$ cat src/rtl/load_store_unit.sv
// Load/store sequencer between the processor datapath and an 8-bit data memory.
// Each accepted request runs IDLE -> READ/WRITE -> DONE -> IDLE. Out-of-range
// requests skip the memory phase and go straight to DONE with err.
// A wrapping count of completed, non-rejected accesses is kept in acc_count.
module load_store_unit #(
    parameter int ADDR_W = 8,
    parameter int DATA_W = 8,
    parameter int LIMIT  = 255
) (
    input  logic              clock,
    input  logic              reset,
    input  logic              req,
    input  logic              we,
    input  logic [ADDR_W-1:0] addr,
    input  logic [DATA_W-1:0] wdata,
    output logic              ready,
    output logic              done,
    output logic              err,
    output logic [DATA_W-1:0] rdata,
    output logic [7:0]        acc_count,
    output logic              memRead,
    output logic              memWrite,
    output logic [ADDR_W-1:0] endereco,
    output logic [DATA_W-1:0] escreveDado,
    input  logic [DATA_W-1:0] leDado
);

    typedef enum logic [1:0] {
        IDLE  = 2'd0,
        READ  = 2'd1,
        WRITE = 2'd2,
        DONE  = 2'd3
    } state_t;

    // One extra bit so LIMIT equal to the largest address is representable.
    localparam logic [ADDR_W:0] LIMIT_X = (ADDR_W + 1)'(LIMIT);

    state_t state;
    state_t state_next;
    logic   rejected;
    logic   out_of_range;

    assign out_of_range = {1'b0, addr} > LIMIT_X;

    // State register.
    always_ff @(posedge clock) begin
        if (reset) begin
            state <= IDLE;
        end else begin
            state <= state_next;
        end
    end

    // Next-state decode; requests are only looked at while idle.
    always_comb begin
        state_next = state;
        case (state)
            IDLE: begin
                if (req) begin
                    if (out_of_range) begin
                        state_next = DONE;
                    end else if (we) begin
                        state_next = WRITE;
                    end else begin
                        state_next = READ;
                    end
                end
            end
            READ:    state_next = DONE;
            WRITE:   state_next = DONE;
            DONE:    state_next = IDLE;
            default: state_next = IDLE;
        endcase
    end

    // Request capture, load result and access counter.
    always_ff @(posedge clock) begin
        if (reset) begin
            endereco    <= '0;
            escreveDado <= '0;
            rejected    <= 1'b0;
            rdata       <= '0;
            acc_count   <= '0;
        end else begin
            if (state == IDLE && req) begin
                endereco    <= addr;
                escreveDado <= wdata;
                rejected    <= out_of_range;
            end
            if (state == READ) begin
                rdata <= leDado;
            end
            // Counted on entry to DONE so the new value is visible with done.
            if (state == READ || state == WRITE) begin
                acc_count <= acc_count + 8'd1;
            end
        end
    end

    // Every output is a decode of registered state, never of the request inputs.
    assign ready    = (state == IDLE);
    assign done     = (state == DONE);
    assign err      = (state == DONE) && rejected;
    assign memRead  = (state == READ);
    assign memWrite = (state == WRITE);

endmodule
$ cat config.mk
export PLATFORM = sky130hd
export DESIGN_NAME = load_store_unit
export DESIGN_NICKNAME = d
export VERILOG_FILES = /design/src/rtl/load_store_unit.sv
export SDC_FILE = /design/constraint.sdc
export NUM_CORES = 1
export LEC_CHECK = 0
export CORE_AREA = 5 5 63 65
export DETAILED_ROUTE_END_ITERATION = 10
export DIE_AREA = 0 0 68 70
export GPL_ROUTABILITY_DRIVEN = 1
export PLACE_DENSITY = 0.8
export SYNTH_ARGS = -nofsm -noshare
export SYNTH_HDL_FRONTEND = slang
export SYNTH_SLANG_ARGS = --single-unit
export TNS_END_PERCENT = 1
$ cat constraint.sdc
create_clock -name clock -period 2.59 [get_ports clock]
set_clock_uncertainty 0.15 [all_clocks]
set_input_delay 0.777 -clock clock [delete_from_list [all_inputs] [get_ports clock]]
set_output_delay 0.777 -clock clock [all_outputs]
set_load 0.005 [all_outputs]
==> impl_metrics.py, run 1 <==
metrics = {
    "logic_synthesis": {
        "synth-main-ff-cell": "dfxtp_1",
        "syn_avg_cell_area_sq_um": 8.87,
        "syn_area_sq_um": 1330,
        "yosys-top-cells-count": "nand2_1 (37), dfxtp_1 (34), a21oi_1 (20), nor2_1 (14), mux2i_1 (9)",
        "synthCells": 150,
        "yosysMostFrequentCell": "nand2_1",
        "netlist.area_leader.share_pct": 51.2,
        "synth_cell_types": 24,
        "ys_ff_latch": 34,
        "yosys.area.top_type": "dfxtp_1",
        "synth_edf_count": 0,
        "yosysSeqAreaShare_pct": 51.2,
        "synthTopCellsByArea": "dfxtp_1 (51%), nand2_1 (10%), a21oi_1 (7.5%)",
        "syn_nets": 183,
        "yosys_warnings": 0,
        "synthArstFlopShare_pct": 0,
    },
    "critical_path": {
        "critical_path.max_stage_delay_ns": 0.52,
        "regToRegSetupSlack_ns": 0.83,
        "r2r_start": "state[1]$_SDFFE_PP0P_",
        "critical_path.top_delay_family": "buffers and inverters",
        "cp-endpoint": "ready",
        "critical_path_depth": 3,
        "crit_chain": "inv_1 > ha_2 > clkdlybuf4s50_1",
        "r2r_end": "acc_count[7]$_SDFFE_PP0P_",
        "worstSetupPathType": "flip-flop to primary output",
        "cp-start-kind": "flip-flop",
        "end_kind": "primary output",
        "cp_num_buf_inv": 2,
        "critPathLaunch": "state[0]$_SDFFE_PP0P_",
        "cp_data_arrival_time_ns": 1.51,
        "reg2regPathDepth": 5,
        "cp.required_ns": 1.66,
        "cp_max_fo": 7,
        "cp_slowest_cell": "clkdlybuf4s50_1",
    },
    "cts": {
        "path_clk_slew_ns": 0.09,
        "postCtsSetupRepairBufs": 0,
        "clk_latency_ns": 0.33,
        "cts_htree_levels": 2,
        "clockRootBuffer": "clkbuf_4",
        "cts_buffer_depth": 2,
        "numClockSinks": 34,
        "cts_tree": "built",
        "cts_inserted_buffers": 5,
    },
    "timing": {
        "fin_crit_sh_pct": 94.2,
        "finalSetupViolCount": 0,
        "hold_viol_final": 0,
        "max_slew.worst_pin.slew_ns": 0.509,
        "layout_min_cycle_time_ns": 2.44,
        "relSlewSlack_pct": 66.0,
        "rsz0062_at_grt": "false",
        "slew_violations": 0,
        "fin_setup_tns_ns": 0,
        "whs_ns": 0.307,
        "fmax_ghz": 0.410,
    },
    "power_and_ir_drop": {
        "p_per_area_nw_per_um2": 800,
        "ir_drop_mv": 0.473,
        "p_int_mw": 1.16,
        "switching_share_pct": 29.9,
        "pwr-share-seq_pct": 40.9,
        "comb_power_share_pct": 38.1,
        "clkPwrFrac_pct": 21.0,
        "leakage_nw": 0.775,
        "power_mw": 1.66,
        "p_sw_mw": 0.496,
    },
    "floorplan": {
        "rows": 21,
        "die_x_um": 68,
        "dieArea_sq_um": 4760,
        "design.core.area_sq_um": 3280,
        "num_io_pins": 65,
        "die_h_um": 70,
        "start_util_pct": 40.5,
    },
    "job": {
        "cap_violations": 0,
    },
    "detailed_routing": {
        "wl_mm": 2.96,
        "drc": 0,
        "avgRoutedWirePerCell_um": 11.3,
        "avgViaCountPerCell": 4.51,
        "antenna_left": 0,
        "firstDrtPassIters": 4,
        "num_vias": 1177,
        "drt_iter0_drc": 10,
    },
    "layout": {
        "fin_nets": 247,
        "drive_gt1_share_pct": 6.51,
        "syn_to_final_growth_pct": 56.0,
        "nFillCells": 288,
        "fin_cells": 261,
        "seq_area_sq_um": 681,
        "multi_input_area_sq_um": 589,
        "antenna_cells": 0,
        "fin_area_sq_um": 2070,
    },
    "min_path": {
        "min_path_cells": 2,
        "hold_class": "flip-flop to flip-flop",
    },
    "placed_design": {
        "io_buffers": 63,
        "placed_cells": 253,
        "dp_hpwl_mm": 2.26,
        "place_congestion": 0.711,
        "post_dp_cell_area_sq_um": 1990,
    },
    "grt": {
        "grt_overflow": 0,
        "grt_pass1_wl_mm": 4.98,
        "grt_pass1_vias": 1153,
        "grt_max_degree": 23,
        "grt_usage_pct": 13.8,
        "antenna_found_initial": 0,
    },
    "status": {
        "outcome": "finished clean",
    },
}
sequential cells by signal (all words and copies together), names as in the netlist:
register     flops
acc_count        8
endereco         8
escreveDado      8
rdata            8
state            2
how the worst min path moves through the flow:
stage | from | end | slack (ns)
final | endereco[5]$_SDFFE_PP0P_ | endereco[5]$_SDFFE_PP0P_ | 0.31
after global routing | escreveDado[7]$_SDFFE_PP0P_ | escreveDado[7]$_SDFFE_PP0P_ | 0.32
after CTS | escreveDado[1]$_SDFFE_PP0P_ | escreveDado[1]$_SDFFE_PP0P_ | 0.31
after detailed placement | escreveDado[1]$_SDFFE_PP0P_ | escreveDado[1]$_SDFFE_PP0P_ | 0.30
after global placement | endereco[0]$_SDFFE_PP0P_ | endereco[0]$_SDFFE_PP0P_ | 0.29
after floorplan | endereco[0]$_SDFFE_PP0P_ | endereco[0]$_SDFFE_PP0P_ | 0.30
layout make-up:
type	instances	share of cell area (%)
flip-flops and latches	34	32.8
repair buffers	67	31.8
multi-input cells	104	28.4
clock buffers	8	3.80
well taps	46	2.77
inverters	2	0.362
stage by stage:
step                util, %  worst slack (ns)
global placement       60.7             0.433
global route           63.2            0.0326
detailed placement     60.7             0.394
floorplan                 -             0.976
finish                 63.2             0.149
CTS                    63.1            0.0583
metal layers:
layer / GRT usage [%] / wire, um / vias to the layer above / part of all wire [%]
met4: 5.30 / 17 / 0 / 0.57
li1: - / - / 619 / -
met2: 19.5 / 1210 / 53 / 41
met5: 0 / 0 / - / 0
met1: 15.4 / 1220 / 503 / 41
met3: 10.9 / 510 / 2 / 17
worst reg2reg max path: cells and delay by family, from the launching register on:
family,cells,cell delay [ns]
adder cells (fa/ha/maj),1,0.43
AND/OR/NAND/NOR,2,0.50
AO/OA/AOI/OAI,1,0.14
flip-flops,1,0.39
buffers and inverters,1,0.08
cell usage in the layout, fill, tap and decap left out:
cell	n
xnor2_1	1
inv_1	2
o211ai_1	1
dfxtp_1	34
buf_4	4
o21ai_0	3
a311oi_1	1
and2_1	1
nand4_4	1
or2b_1	1
nand2b_1	1
xor2_1	3
nand2_1	37
clkdlybuf4s50_1	63
clkbuf_8	3
conb_1	1
or3_1	3
ha_1	4
a21oi_1	20
ha_2	1
nor2_1	14
clkbuf_4	5
nand4_1	2
mux2i_1	9
kinds of logic (layout without fill, tap and decap cells):
family                   count (synthesis)  after routing  share of synthesized area, %
flip-flops                              34             34                          51.2
buffers and inverters                   12             77                          4.70
adder cells (fa/ha/maj)                  5              5                          4.70
AO/OA/AOI/OAI                           25             25                          9.88
XOR/XNOR                                 4              4                          2.63
other                                    1              1                         0.282
AND/OR/NAND/NOR                         60             60                          19.8
multiplexers                             9              9                          6.77
power groups by stage:
| stage | Clock [mW] | Sequential, mW | Combinational (mW) |
|---|---|---|---|
| 5_1_grt | 0.394 | 0.694 | 0.713 |
| 2_1_floorplan | 0 | 0.694 | 0.348 |
| 6_report | 0.349 | 0.678 | 0.632 |
| 4_1_cts | 0.364 | 0.680 | 0.639 |
| 3_5_place_dp | 0 | 0.691 | 0.638 |
| 3_3_place_gp | 0 | 0.689 | 0.628 |
timing repair:
item | CTS | global route
endpoints found under the setup margin | 0 | 1
hold buffers | 0 | 0
resized for setup | 0 | 1
No activity file was read; power rests on OpenSTA's default activity.
==> inputs of run 2 (changes only) <==
--- a/config.mk
+++ b/config.mk
@@ -5,11 +5,12 @@
 export SDC_FILE = /design/constraint.sdc
 export NUM_CORES = 1
 export LEC_CHECK = 0
-export CORE_AREA = 5 5 63 65
+export CORE_AREA = 5 5 58 60
+export CTS_CLUSTER_SIZE = 16
 export DETAILED_ROUTE_END_ITERATION = 10
-export DIE_AREA = 0 0 68 70
+export DIE_AREA = 0 0 63 65
+export DONT_BUFFER_PORTS = 1
 export GPL_ROUTABILITY_DRIVEN = 1
-export PLACE_DENSITY = 0.8
 export SYNTH_ARGS = -nofsm -noshare
 export SYNTH_HDL_FRONTEND = slang
 export SYNTH_SLANG_ARGS = --single-unit
==> run 2 against run 1 <==
Utilization fell by 16 points. Combinational power decreased by 44%. Sequential cell count unchanged. Wire length down 9.9%. Non-clock buffer count shrank 67. Cell count is 31% lower. Count of clock-buffer cells in the layout decreased by 1. Cell area decreased by 34%. Critical path depth shrank 1. Sequential power rose by 3.2%.
==> impl_metrics.py, run 2 (synthesized netlist as in run 1, its figures left out) <==
metrics = {
    "layout": {
        "finish.utilization_pct": 47.3,
        "syn_to_final_growth_pct": 2.35,
        "final_common_cell": "nand2_1",
        "drive_gt1_share_pct": 4.08,
        "layout_common_cells": "nand2_1 (37), dfxtp_1 (34), a21oi_1 (20), nor2_1 (14), mux2i_1 (9)",
        "fin_area_sq_um": 1360,
        "antenna_cells": 0,
        "fin_nets": 180,
    },
    "cts": {
        "postCtsSetupRepairBufs": 0,
        "cts_buffer_depth": 2,
        "clk_latency_ns": 0.32,
        "clockRootBuffer": "clkbuf_4",
        "cts_htree_levels": 2,
        "cts_tree": "built",
        "cts_hold_buf": 0,
        "ctsResizeCount": 0,
        "cts_inserted_buffers": 5,
        "numClockSinks": 34,
        "path_clk_slew_ns": 0.09,
    },
    "power_and_ir_drop": {
        "p_per_area_nw_per_um2": 965,
        "power_mw": 1.31,
        "leakage_nw": 0.506,
        "ir_drop_mv": 0.433,
    },
    "timing": {
        "fin_crit_sh_pct": 83.0,
        "relSlewSlack_pct": 65.4,
        "slew_violations": 0,
        "hold_viol_final": 0,
        "fmax_ghz": 0.465,
        "fin_setup_tns_ns": 0,
        "finalSetupViolCount": 0,
        "layout_min_cycle_time_ns": 2.15,
        "max_slew.worst_pin.slew_ns": 0.518,
        "rsz0062_at_grt": "false",
    },
    "floorplan": {
        "die_h_um": 65,
        "start_util_pct": 46.2,
        "num_io_pins": 65,
        "die_x_um": 63,
        "design.core.area_sq_um": 2880,
        "dieArea_sq_um": 4100,
        "rows": 20,
    },
    "min_path": {
        "hold_class": "flip-flop to flip-flop",
        "min_path_cells": 2,
    },
    "detailed_routing": {
        "firstDrtPassIters": 4,
        "drc": 0,
        "antenna_left": 0,
        "avgViaCountPerCell": 5.33,
        "avgRoutedWirePerCell_um": 14.8,
        "num_vias": 959,
        "wl_mm": 2.67,
        "drt_iter0_drc": 34,
    },
    "critical_path": {
        "cp.required_ns": 1.66,
        "cp_max_fo": 9,
        "cp-start-kind": "flip-flop",
        "reg2regPathDepth": 5,
        "cp_data_arrival_time_ns": 1.22,
        "end_kind": "primary output",
        "worstSetupPathType": "flip-flop to primary output",
    },
    "grt": {
        "grt_pass1_vias": 917,
        "grt_usage_pct": 13.3,
        "antenna_found_initial": 0,
        "grt_max_degree": 35,
        "grt_pass1_wl_mm": 4.22,
        "grt_overflow": 0,
    },
    "placed_design": {
        "dp_hpwl_mm": 2.01,
        "post_dp_cell_area_sq_um": 1320,
        "io_buffers": 0,
        "place_congestion": 0.662,
    },
    "job": {
        "cap_violations": 0,
    },
    "status": {
        "outcome": "finished clean",
    },
}
[run 2: changes by cell type in the layout (fill, tap and decap cells not counted)]
cell and delta:
buf_4 -4, clkbuf_1 +2, clkbuf_8 -3, clkdlybuf4s50_1 -63
ha_1 +1, ha_2 -1
[run 2: cell type report]
type                       instances  area (sq um)
clock buffer                       7          45.0
fill                             303          1520
inverter                           2          7.51
multi-input combinational        104           587
sequential                        34           681
tap                               33          41.3
[run 2: stage by stage]
stage	cells	hold slack, ns	setup WS (ns)
5_1_grt	180	0.322	0.354
2_1_floorplan	150	0.303	0.976
6_report	180	0.325	0.441
4_1_cts	180	0.329	0.396
3_5_place_dp	173	0.315	0.769
3_3_place_gp	173	0.310	0.811
[run 2: worst max-delay path: stages (launching register included)]
cell and delay, ns:
dfxtp_1 0.35, inv_1 0.09, ha_1 0.47
[run 2: worst paths after layout]
| check | start | end | slack, ns |
|---|---|---|---|
| max | state[1]$_SDFFE_PP0P_ | memRead | 0.44 |
| max reg2reg | state[0]$_SDFFE_PP0P_ | acc_count[7]$_SDFFE_PP0P_ | 0.76 |
| min reg2reg | escreveDado[5]$_SDFFE_PP0P_ | escreveDado[5]$_SDFFE_PP0P_ | 0.32 |
| min | escreveDado[5]$_SDFFE_PP0P_ | escreveDado[5]$_SDFFE_PP0P_ | 0.32 |
[run 2: per-layer routing]
metal,GRT usage (%),vias to the layer above,wire (um)
li1,-,480,-
met1,13.3,429,1000
met2,21.5,43,1310
met3,8.32,7,317
met4,6.37,0,43
met5,0,-,0
[run 2: where the power goes]
part	total, mW	internal, mW	switching (mW)
logic	0.355	0.144	0.211
clock network	0.258	0.102	0.155
registers	0.700	0.617	0.0835
==> inputs of run 3 (changes only) <==
==> constraint.sdc (replaced) <==
create_clock -name clock -period 2.1 [get_ports clock]
set_clock_uncertainty 0.15 [all_clocks]
set_input_delay 0.63 -clock clock [delete_from_list [all_inputs] [get_ports clock]]
set_output_delay 0.63 -clock clock [all_outputs]
set_load 0.005 [all_outputs]
==> run 3 against run 2 <==
Sequential power grew 23%. Total power grew 33%. Global-route usage grew 0.30 points. Count of clock-buffer cells in the layout grew 1. Combinational power grew 25%. Critical path depth is the same. Non-clock buffer count grew 1. Cell area grew 3.0%. Hold slack lost 0.12 ns. Utilization grew 1.4 points. First-iteration DRC count shrank 5.9%. Register-to-register slack lost 0.48 ns. Critical path type unchanged. Critical endpoint is now ready.
==> impl_metrics.py, run 3 (synthesized netlist as in run 1, its figures left out) <==
metrics = {
    "status": {
        "outcome": "finished clean",
    },
    "grt": {
        "grt_overflow": 0,
        "grt_pass1_vias": 932,
        "grt_max_degree": 35,
        "grt_usage_pct": 13.6,
        "antenna_found_initial": 0,
        "grt_pass1_wl_mm": 4.32,
    },
    "timing": {
        "layout_min_cycle_time_ns": 1.87,
        "max_slew.worst_pin.slew_ns": 0.557,
        "fin_setup_tns_ns": 0,
        "relSlewSlack_pct": 62.9,
        "fin_crit_sh_pct": 89.0,
        "finalSetupViolCount": 0,
        "rsz0062_at_grt": "false",
        "fmax_ghz": 0.535,
        "slew_violations": 0,
        "hold_viol_final": 0,
    },
    "cts": {
        "clockRootBuffer": "clkbuf_4",
        "cts_hold_buf": 0,
        "path_clk_slew_ns": 0.10,
        "cts_buffer_depth": 2,
        "ctsResizeCount": 0,
        "cts_inserted_buffers": 5,
        "cts_tree": "built",
        "postCtsSetupRepairBufs": 0,
        "clk_latency_ns": 0.33,
        "cts_htree_levels": 2,
        "numClockSinks": 34,
    },
    "critical_path": {
        "cp_slowest_cell": "dfxtp_1",
        "cp_data_arrival_time_ns": 1.09,
        "cp-start-kind": "flip-flop",
        "cp_max_fo": 7,
        "cp.required_ns": 1.32,
        "critical_path.max_stage_delay_ns": 0.39,
        "crit_chain": "inv_1 > ha_1",
        "regToRegSetupSlack_ns": 0.28,
        "worstSetupPathType": "flip-flop to primary output",
        "end_kind": "primary output",
    },
    "detailed_routing": {
        "wl_mm": 2.62,
        "antenna_left": 0,
        "num_vias": 946,
        "avgRoutedWirePerCell_um": 14.4,
        "avgViaCountPerCell": 5.20,
        "drc": 0,
        "drt_iter0_drc": 32,
        "firstDrtPassIters": 3,
    },
    "layout": {
        "seq_area_sq_um": 681,
        "drive_gt1_share_pct": 6.71,
        "nFillCells": 300,
        "layout_common_cells": "nand2_1 (37), dfxtp_1 (34), a21oi_1 (20), nor2_1 (14), mux2i_1 (9)",
        "multi_input_area_sq_um": 587,
        "antenna_cells": 0,
        "fin_nets": 181,
        "syn_to_final_growth_pct": 5.46,
        "final_common_cell": "nand2_1",
    },
    "floorplan": {
        "dieArea_sq_um": 4100,
        "design.core.area_sq_um": 2880,
        "die_h_um": 65,
        "rows": 20,
        "die_x_um": 63,
        "num_io_pins": 65,
        "start_util_pct": 46.2,
    },
    "power_and_ir_drop": {
        "p_per_area_nw_per_um2": 1240,
        "power_mw": 1.74,
        "ir_drop_mv": 0.569,
        "leakage_nw": 0.531,
    },
    "job": {
        "cap_violations": 0,
    },
    "placed_design": {
        "place_congestion": 0.659,
        "dp_hpwl_mm": 1.97,
        "io_buffers": 0,
    },
    "min_path": {
        "hold_class": "primary input to flip-flop",
    },
}
## run 3: metal layers
| metal | vias to the layer above | wire length, um | global-route usage [%] |
|---|---|---|---|
| met5 | - | 0 | 0 |
| met4 | 0 | 44 | 5.57 |
| met3 | 5 | 273 | 8.32 |
| met2 | 40 | 1250 | 21.9 |
| met1 | 417 | 1040 | 14.2 |
| li1 | 484 | - | - |
## run 3: cell type report
class / instances / share of cell area [%]
flip-flops and latches: 34 / 48.5
multi-input cells: 104 / 41.8
clock buffers: 8 / 5.62
well taps: 33 / 2.94
repair buffers: 1 / 0.535
inverters: 2 / 0.535
## run 3: stage by stage
| step | instance area (sq um) | hold slack, ns | cells | setup slack [ns] | utilization (%) |
|---|---|---|---|---|---|
| after floorplan | 1330 | 0.303 | 150 | 0.492 | - |
| after global placement | 1320 | 0.310 | 174 | 0.373 | 46.0 |
| after detailed placement | 1320 | 0.314 | 174 | 0.274 | 46.0 |
| after CTS | 1400 | 0.182 | 182 | 0.199 | 48.7 |
| after global routing | 1400 | 0.161 | 182 | 0.121 | 48.7 |
| final | 1400 | 0.206 | 182 | 0.231 | 48.7 |
## run 3: power breakdown
part	leakage (nW)	internal (mW)	switching, mW
sequential	0.278	0.761	0.103
clock	0.0446	0.229	0.208
combinational	0.208	0.184	0.259
total	0.531	1.17	0.570
## run 3: path summary, 6_finish.rpt
check             depth (start not counted)                startpoint                   endpoint
setup / recovery                          2     state[0]$_SDFFE_PP0P_                      ready
hold / removal                            1                     reset   endereco[5]$_SDFFE_PP0P_
setup reg to reg                          5     state[0]$_SDFFE_PP0P_  acc_count[7]$_SDFFE_PP0P_
hold reg to reg                           2  endereco[7]$_SDFFE_PP0P_   endereco[7]$_SDFFE_PP0P_
## run 3: worst max-delay path, delay by kind of cell, from the launching register on
| family | cells | cell delay [ns] |
|---|---|---|
| fa+ha+maj | 1 | 0.30 |
| buf+inv | 1 | 0.08 |
| flops | 1 | 0.39 |
